`src/rtl/chunked_seq_adder_pkg.sv`:
```
// Shared types and helpers for the chunked sequential adder.
package chunked_seq_adder_pkg;

    typedef enum logic [1:0] {IDLE, RUN, DONE} cs_state_t;

    // Chunk counter width; at least one bit even for a single chunk.
    function automatic int unsigned cnt_width(input int unsigned n);
        return (n <= 1) ? 1 : $clog2(n);
    endfunction

endpackage

```
`src/rtl/chunked_seq_adder_if.sv`:
```
// Operand/result handshake bundle for the chunked sequential adder.
interface chunked_seq_adder_if #(
    parameter int unsigned W = 32
) ();
    logic         in_valid;
    logic         in_ready;
    logic [W-1:0] a;
    logic [W-1:0] b;
    logic         cin;
    logic         out_valid;
    logic         out_ready;
    logic [W-1:0] sum;
    logic         cout;
    logic         ovf;

    modport master (
        output in_valid, a, b, cin, out_ready,
        input  in_ready, out_valid, sum, cout, ovf
    );

    modport slave (
        input  in_valid, a, b, cin, out_ready,
        output in_ready, out_valid, sum, cout, ovf
    );
endinterface

```
`src/rtl/chunked_seq_adder_ripple_adder.sv`:
```
// M-bit ripple-carry adder used as the per-chunk datapath.
module ripple_adder #(
    parameter int unsigned m = 4
) (
    input  logic [m-1:0] a,
    input  logic [m-1:0] b,
    input  logic         ci,
    output logic [m-1:0] s,
    output logic         co
);

    always_comb begin
        logic c;
        c = ci;
        s = '0;
        for (int i = 0; i < int'(m); i++) begin
            s[i] = a[i] ^ b[i] ^ c;
            c    = (a[i] & b[i]) | (c & (a[i] ^ b[i]));
        end
        co = c;
    end

endmodule

```
`src/rtl/chunked_seq_adder.sv`:
```
// Wide adder that reuses one M-bit ripple adder over W/M cycles,
// shifting chunk sums into the result register LSB chunk first.
module chunked_seq_adder
    import chunked_seq_adder_pkg::*;
#(
    parameter int unsigned W = 32,
    parameter int unsigned M = 4
) (
    input  logic               clk,
    input  logic               rst,
    chunked_seq_adder_if.slave bus
);

    localparam int unsigned N  = W / M;
    localparam int unsigned CW = cnt_width(N);

    if ((W % M) != 0 || W < M) begin : g_bad_params
        $error("chunked_seq_adder: W must be a non-zero multiple of M");
    end

    cs_state_t       state, state_n;
    logic [W-1:0]    op_a, op_b, res, res_shift;
    logic            carry, a_msb, b_msb;
    logic [CW-1:0]   cnt;
    logic            cout_q, ovf_q, in_ready_q, out_valid_q;
    logic [M-1:0]    chunk_s;
    logic            chunk_co;
    logic            last;

    ripple_adder #(.m(M)) u_add (
        .a  (op_a[M-1:0]),
        .b  (op_b[M-1:0]),
        .ci (carry),
        .s  (chunk_s),
        .co (chunk_co)
    );

    // New chunk enters at the top; after N shifts the LSB chunk is at bit 0.
    if (N == 1) begin : g_single
        assign res_shift = chunk_s;
    end else begin : g_multi
        assign res_shift = {chunk_s, res[W-1:M]};
    end

    assign last = (cnt == CW'(N - 1));

    always_comb begin
        state_n = state;
        case (state)
            IDLE:    if (bus.in_valid && in_ready_q) state_n = RUN;
            RUN:     if (last) state_n = DONE;
            DONE:    if (bus.out_ready) state_n = IDLE;
            default: state_n = IDLE;
        endcase
    end

    always_ff @(posedge clk) begin
        if (rst) begin
            state       <= IDLE;
            op_a        <= '0;
            op_b        <= '0;
            res         <= '0;
            carry       <= 1'b0;
            a_msb       <= 1'b0;
            b_msb       <= 1'b0;
            cnt         <= '0;
            cout_q      <= 1'b0;
            ovf_q       <= 1'b0;
            in_ready_q  <= 1'b0;
            out_valid_q <= 1'b0;
        end else begin
            state       <= state_n;
            in_ready_q  <= (state_n == IDLE);
            out_valid_q <= (state_n == DONE);
            case (state)
                IDLE: begin
                    if (bus.in_valid && in_ready_q) begin
                        op_a  <= bus.a;
                        op_b  <= bus.b;
                        carry <= bus.cin;
                        a_msb <= bus.a[W-1];
                        b_msb <= bus.b[W-1];
                        cnt   <= '0;
                    end
                end
                RUN: begin
                    res   <= res_shift;
                    op_a  <= op_a >> M;
                    op_b  <= op_b >> M;
                    carry <= chunk_co;
                    cnt   <= cnt + CW'(1);
                    if (last) begin
                        cout_q <= chunk_co;
                        ovf_q  <= (a_msb == b_msb) && (chunk_s[M-1] != a_msb);
                    end
                end
                default: ;
            endcase
        end
    end

    assign bus.in_ready  = in_ready_q;
    assign bus.out_valid = out_valid_q;
    assign bus.sum       = res;
    assign bus.cout      = cout_q;
    assign bus.ovf       = ovf_q;

endmodule

```
`src/flat_wrapper.sv`:
```
// flat-port wrapper written by rule: the top's interface ports become plain ports
module chunked_seq_adder_flat import chunked_seq_adder_pkg::*;
#(
    parameter int unsigned W = 32,
    parameter int unsigned M = 4
)
  (clk, rst, bus_in_valid, bus_a, bus_b, bus_cin, bus_out_ready, bus_in_ready, bus_out_valid, bus_sum, bus_cout, bus_ovf);
  chunked_seq_adder_if #(.W(W)) bus_i ();
  input  logic clk;
  input  logic rst;
  input wire logic [$bits(bus_i.in_valid)-1:0] bus_in_valid;
  input wire logic [$bits(bus_i.a)-1:0] bus_a;
  input wire logic [$bits(bus_i.b)-1:0] bus_b;
  input wire logic [$bits(bus_i.cin)-1:0] bus_cin;
  input wire logic [$bits(bus_i.out_ready)-1:0] bus_out_ready;
  output wire logic [$bits(bus_i.in_ready)-1:0] bus_in_ready;
  output wire logic [$bits(bus_i.out_valid)-1:0] bus_out_valid;
  output wire logic [$bits(bus_i.sum)-1:0] bus_sum;
  output wire logic [$bits(bus_i.cout)-1:0] bus_cout;
  output wire logic [$bits(bus_i.ovf)-1:0] bus_ovf;
  assign bus_i.in_valid = bus_in_valid;
  assign bus_i.a = bus_a;
  assign bus_i.b = bus_b;
  assign bus_i.cin = bus_cin;
  assign bus_i.out_ready = bus_out_ready;
  assign bus_in_ready = bus_i.in_ready;
  assign bus_out_valid = bus_i.out_valid;
  assign bus_sum = bus_i.sum;
  assign bus_cout = bus_i.cout;
  assign bus_ovf = bus_i.ovf;
  chunked_seq_adder #(.W(W), .M(M)) u_core (.clk(clk), .rst(rst), .bus(bus_i));
endmodule
```
`config.mk`:
```
export PLATFORM = sky130hd
export DESIGN_NAME = chunked_seq_adder_flat
export DESIGN_NICKNAME = d
export VERILOG_FILES = /design/src/rtl/chunked_seq_adder_pkg.sv /design/src/rtl/chunked_seq_adder_if.sv /design/src/rtl/chunked_seq_adder_ripple_adder.sv /design/src/rtl/chunked_seq_adder.sv /design/src/flat_wrapper.sv
export SDC_FILE = /design/constraint.sdc
export NUM_CORES = 1
export LEC_CHECK = 0
export ABC_AREA = 1
export CORE_AREA = 2 2 108 110
export DETAILED_ROUTE_END_ITERATION = 12
export DIE_AREA = 0 0 110 112
export MAX_ROUTING_LAYER = met4
export PLACE_DENSITY = 0.78
export SLEW_MARGIN = 10
export SYNTH_ARGS = -nofsm -noshare
export SYNTH_HDL_FRONTEND = slang
export SYNTH_SLANG_ARGS = --single-unit
```
`constraint.sdc`:
```
create_clock -name clk -period 2.15 [get_ports clk]
set_input_delay 0.43 -clock clk [delete_from_list [all_inputs] [get_ports clk]]
set_output_delay 0.43 -clock clk [all_outputs]
set_load 0.05 [all_outputs]
```
# Word-level counts from Yosys, hierarchy flattened
# Index checks and enable logic that the tools add are counted.
[classes] n_mux=12 eq_ne=7 bitwise=20 add_sub_neg=1 n_reduce_logical=8
[ops] op="$pmux 32 s2" count=2
[ops] op="$mux 32" count=2
[ops] op="$and 1x1->1" count=8
[ops] op="$xor 1x1->1" count=8
[ops] op="$mux 2" count=3
[ops] op="$pmux 2 s3" count=1
[ops] op="$pmux 3 s2" count=1
[ops] op="$reduce_and 2->1" count=3
[ops] op="$eq 2x2->1 const B" count=2
[ops] op="$logic_not 2->1" count=2
[ops] op="$or 1x1->1" count=4
[ops] op="$add 3x1->3 const B" count=1
[ops] op="$eq 3x3->1 const B" count=1
[ops] op="$mux 3" count=1
[ops] op="$eq 2x1->1 const B" count=1
[ops] op="$logic_and 1x1->1" count=2
[ops] op="$ne 2x1->1 const B" count=1
[ops] op="$pmux 1 s2" count=1
[ops] op="$reduce_bool 2->1" count=1
[ops] op="$eq 1x1->1" count=1
[ops] op="$mux 1" count=1
[ops] op="$ne 1x1->1" count=1
[word_totals] word_cells=60 reg_bits=108 out_inout_bits=36 input_bits=69

# Longest topological paths before layout
[depth] depth_word=10 ltp_mapped=12

# Hierarchy
# A second synthesis with hierarchy kept.
[hier_totals] cells_unflattened=802 area_unflattened_um2=5152.4
[modules_own_cells] module="chunked_seq_adder" seq_area_each_um2=2162.1 instances=1 cells_per_inst=788 area_each_um2=5034.8
[modules_own_cells] module="ripple_adder" seq_area_each_um2=0.0 instances=1 cells_per_inst=14 area_each_um2=117.6

# Least setup slack after synthesis
# Ideal clock, no wire load.
[synth_timing] path_kind="flip-flop to flip-flop" from="register u_core.carry" to="register u_core.ovf_q, in the netlist u_core.bus.ovf" slack_ns=-0.107 t_arrival_ns=2.144 setup_ns=0.113 path_stages_with_launch=12 required_ns=2.037 path_cell_list="dfxtp_1 -> fa_1 -> inv_1 -> fa_1 -> inv_1 -> fa_1 -> inv_1 -> fa_1 -> nand3_1 -> nand2_1 -> nor2_1 -> nor2_1"
[synth_via] elab_chain_len=9
[synth_lines] element="start: declaration" line_no="chunked_seq_adder.sv:23" rtl="logic carry, a_msb, b_msb;"
[synth_lines] element="start signal: assignment" line_no="chunked_seq_adder.sv:80" rtl="carry <= bus.cin;"
[synth_lines] element="start signal: assignment" line_no="chunked_seq_adder.sv:90" rtl="carry <= chunk_co;"
[synth_lines] element="$and 1x1->1" line_no="chunked_seq_adder_ripple_adder.sv:18" rtl="c = (a[i] & b[i]) | (c & (a[i] ^ b[i]));"
[synth_lines] element="$or 1x1->1" line_no="chunked_seq_adder_ripple_adder.sv:18"
[synth_lines] element="$and 1x1->1" line_no="chunked_seq_adder_ripple_adder.sv:18"
[synth_lines] element="$or 1x1->1" line_no="chunked_seq_adder_ripple_adder.sv:18"
[synth_lines] element="$and 1x1->1" line_no="chunked_seq_adder_ripple_adder.sv:18"
[synth_lines] element="$or 1x1->1" line_no="chunked_seq_adder_ripple_adder.sv:18"
[synth_lines] element="$xor 1x1->1" line_no="chunked_seq_adder_ripple_adder.sv:17" rtl="s[i] = a[i] ^ b[i] ^ c;"
[synth_lines] element="$ne 1x1->1" line_no="chunked_seq_adder.sv:94" rtl="ovf_q <= (a_msb == b_msb) && (chunk_s[M-1] != a_msb);"
[synth_lines] element="$logic_and 1x1->1" line_no="chunked_seq_adder.sv:94"
[synth_lines] element="end signal: assignment" line_no="chunked_seq_adder.sv:94"
[synth_lines] element="end: declaration" line_no="chunked_seq_adder.sv:25" rtl="logic cout_q, ovf_q, in_ready_q, out_valid_q;"
# Every way passes these cells.
# A chain may end at the register's enable or synchronous reset.

# Worst setup path after layout
[layout_timing] from="register u_core.op_a[0]" to="register u_core.ovf_q, in the netlist u_core.bus.ovf"
[layout_via] elab_chain_len=10
[layout_lines] element="start: declaration" line_no="chunked_seq_adder.sv:22" rtl="logic [W-1:0] op_a, op_b, res, res_shift;"
[layout_lines] element="start signal: assignment" line_no="chunked_seq_adder.sv:78" rtl="op_a <= bus.a;"
[layout_lines] element="start signal: assignment" line_no="chunked_seq_adder.sv:88" rtl="op_a <= op_a >> M;"
[layout_lines] element="$xor 1x1->1" line_no="chunked_seq_adder_ripple_adder.sv:18"
[layout_lines] element="$and 1x1->1" line_no="chunked_seq_adder_ripple_adder.sv:18"
[layout_lines] element="$or 1x1->1 *" line_no="chunked_seq_adder_ripple_adder.sv:18"
[layout_lines] element="$and 1x1->1 *" line_no="chunked_seq_adder_ripple_adder.sv:18"
[layout_lines] element="$or 1x1->1 *" line_no="chunked_seq_adder_ripple_adder.sv:18"
[layout_lines] element="$and 1x1->1 *" line_no="chunked_seq_adder_ripple_adder.sv:18"
[layout_lines] element="$or 1x1->1 *" line_no="chunked_seq_adder_ripple_adder.sv:18"
[layout_lines] element="$xor 1x1->1 *" line_no="chunked_seq_adder_ripple_adder.sv:17"
[layout_lines] element="$ne 1x1->1 *" line_no="chunked_seq_adder.sv:94"
[layout_lines] element="$logic_and 1x1->1 *" line_no="chunked_seq_adder.sv:94"
# Mark *: on every way between the ends. The rest lies on a longest branch, timed or not.

==> out/qor.csv <==
metric,value,unit
outcome,finished with violations,
failed_checks,setup timing,
synth_top_area_share,41.8,%
track_usage,21.2,%
antenna_left,0,
dp_hpwl,7920,um
initial_utilization,46.2,%
antenna_found_initial,0,
holdWs,0.469,ns
setup_viol,1,
layout.nets,943,
ioPinCount,105,
synth_top_cells_by_count,"185 x nand2_1, 182 x nor2_1, 135 x nand3_1, 108 x dfxtp_1, 67 x inv_1",
drt_wl_total,12500,um
worstPathCellList,"fa_2, inv_2, fa_2, inv_2, fa_2, inv_2, fa_1, nor2_1, nand2_1, nand2_1, nor2_1, nor2_1",
fp.dieH,112,um
layout_min_cycle_time,2.17,ns
yosys.area.top_type,dfxtp_1,
slowest_delay,0.44,ns
antenna_cells,0,
cts_tree,yes,
ys_ff_latch,108,
synth_cell_types,20,
post-cts-setup-buffer-count,0,
yosysMostFrequentCell,nand2_1,
place.gp.congestion,0.810,
tightest_slew,0.592,ns
postSynthCellCount,799,
h-tree-depth,3,
seq_area_frac_synth,41.8,%
path_clk_slew,0.08,ns
startpoint_type,register,
slew-limit-headroom,60.4,%
area_growth,27.2,%
ir_drop,589,uV
synth_ff_type,dfxtp_1,
min_path_type,register to register,
netlist_top_cells_area,"dfxtp_1 42%, nand2_1 13%, nor2_1 13%, nand3_1 13%, inv_1 4.9%",
grt_max_degree,69,
cts_max_path_buffers,2,
fp-row-count,39,
layout_setup_ws,-0.0233,ns
rsz0062_at_grt,true,
post_dp_cell_area,6280,um^2
max_freq,460,MHz
die_x,110,um
die_area,12300,um^2
ys_async_sr_fraction,0,%
pre_cts_slack,-0.0360,ns
grt_pass1_wl,20700,um
drv_slew,0,
globalRouteOverflowTotal,0,
cts_resized,0,
syn_area,5170,um^2
drtPass1Iterations,4,
core,11200,um^2
root_buffer,clkbuf_16,
hold_buffers,0,
path_max_fanout,3,
syn_avg_cell_area,6.47,um^2
finalHoldViolations,0,
drive_above_1_share,5.04,%
post_drt_wl_per_cell,12.3,um
drc_errors,0,
critPathBufInv,3,
insertion_delay,0.35,ns
clock-sinks,108,
worstSetupPathType,register to register,
synth_nets,874,
crit_family,adder cells,
routed_via_density,4.92,
numCtsBuffers,9,
clock_skew,0.0122,ns
ys_warn_count,0,
design_area,6570,um^2
grt_pass1_vias,4497,
min_period_over_period,101,%
synth_edf_count,0,
port_buffers,104,
crit_path_end_kind,register,
first_iter_violations,335,
maxCapViolations,0,
vias,4999,
arrival,2.47,ns
powerDensity,787,nW/um^2
p_leak,3.01,nW
critPathRequiredTime,2.45,ns
crit_slowest_cell,fa_1,
## state kept, by name, indices dropped and copies added (netlist names)
| register | flops |
|---|---|
| u_core.bus.sum | 32 |
| u_core.op_a | 32 |
| u_core.op_b | 32 |
| u_core.cnt | 3 |
| u_core.state | 2 |
| u_core.a_msb | 1 |
| u_core.b_msb | 1 |
| u_core.bus.cout | 1 |
| u_core.bus.in_ready | 1 |
| u_core.bus.out_valid | 1 |
| u_core.bus.ovf | 1 |
| u_core.carry | 1 |
## layout make-up
type                       count  area [um^2]
fill                        1094         4600
multi-input combinational    563         2470
sequential                   108         2160
timing repair buffer         117         1210
inverter                      69          259
clock buffer                   9          225
tap                          143          179
clock inverter                 7         66.3
## stage by stage
stage	utilization, %	TNS [ns]	power, mW	cells
finish	58.8	-0.0233	5.17	1016
floorplan	-	0	3.19	799
global placement	56.2	-0.00543	3.56	1000
detailed placement	56.2	-0.0360	3.58	1000
global route	58.8	-0.142	5.46	1016
CTS	58.8	-0.0426	5.20	1016
## logic make-up after synthesis
family | Yosys count | synth area share, %
simple gates | 506 | 40.3
buf+inv | 128 | 10.9
fa+ha+maj | 6 | 2.03
flops | 108 | 41.8
compound gates | 51 | 4.94
## metal layers
metal / GRT usage (%) / wire length (um) / vias to the layer above
met5: - / 0 / -
met4: 5.57 / 238 / 0
li1: - / - / 2619
met2: 32.8 / 5880 / 135
met1: 28.5 / 5750 / 2227
met3: 3.86 / 630 / 18
## cells in the final DEF, fill, tap and decap left out
cell type / count
a21oi_1: 17
dfxtp_2: 2
nand2_1: 184
nor2_1: 181
buf_4: 7
fa_1: 1
clkdlybuf4s50_1: 104
inv_2: 5
nand3_1: 135
nand3_2: 1
inv_6: 2
clkbuf_16: 9
dfxtp_1: 106
clkinv_1: 1
inv_1: 63
nor2_4: 1
ha_1: 2
o21ai_0: 34
inv_8: 2
fa_2: 3
nand3b_1: 1
nand2_4: 1
buf_12: 6
clkinv_4: 3
nor2_2: 2
## where the power goes
group | leakage [nW] | internal [mW] | switching (mW) | total (mW)
Clock | 0.144 | 0.818 | 0.816 | 1.63
Combinational | 1.98 | 0.493 | 0.735 | 1.23
Sequential | 0.888 | 2.19 | 0.115 | 2.31
## worst paths after layout
kind | from | end | slack [ns] | cells past startpoint
worst max-delay path | u_core.op_a[0] | u_core.bus.ovf | -0.02 | 12
worst min-delay path | u_core.cnt[0] | u_core.cnt[0] | 0.47 | 1
worst max register to register | u_core.op_a[0] | u_core.bus.ovf | -0.02 | 12
worst min register to register | u_core.cnt[0] | u_core.cnt[0] | 0.47 | 1
Note: power is estimated with default switching activity, not from simulation.
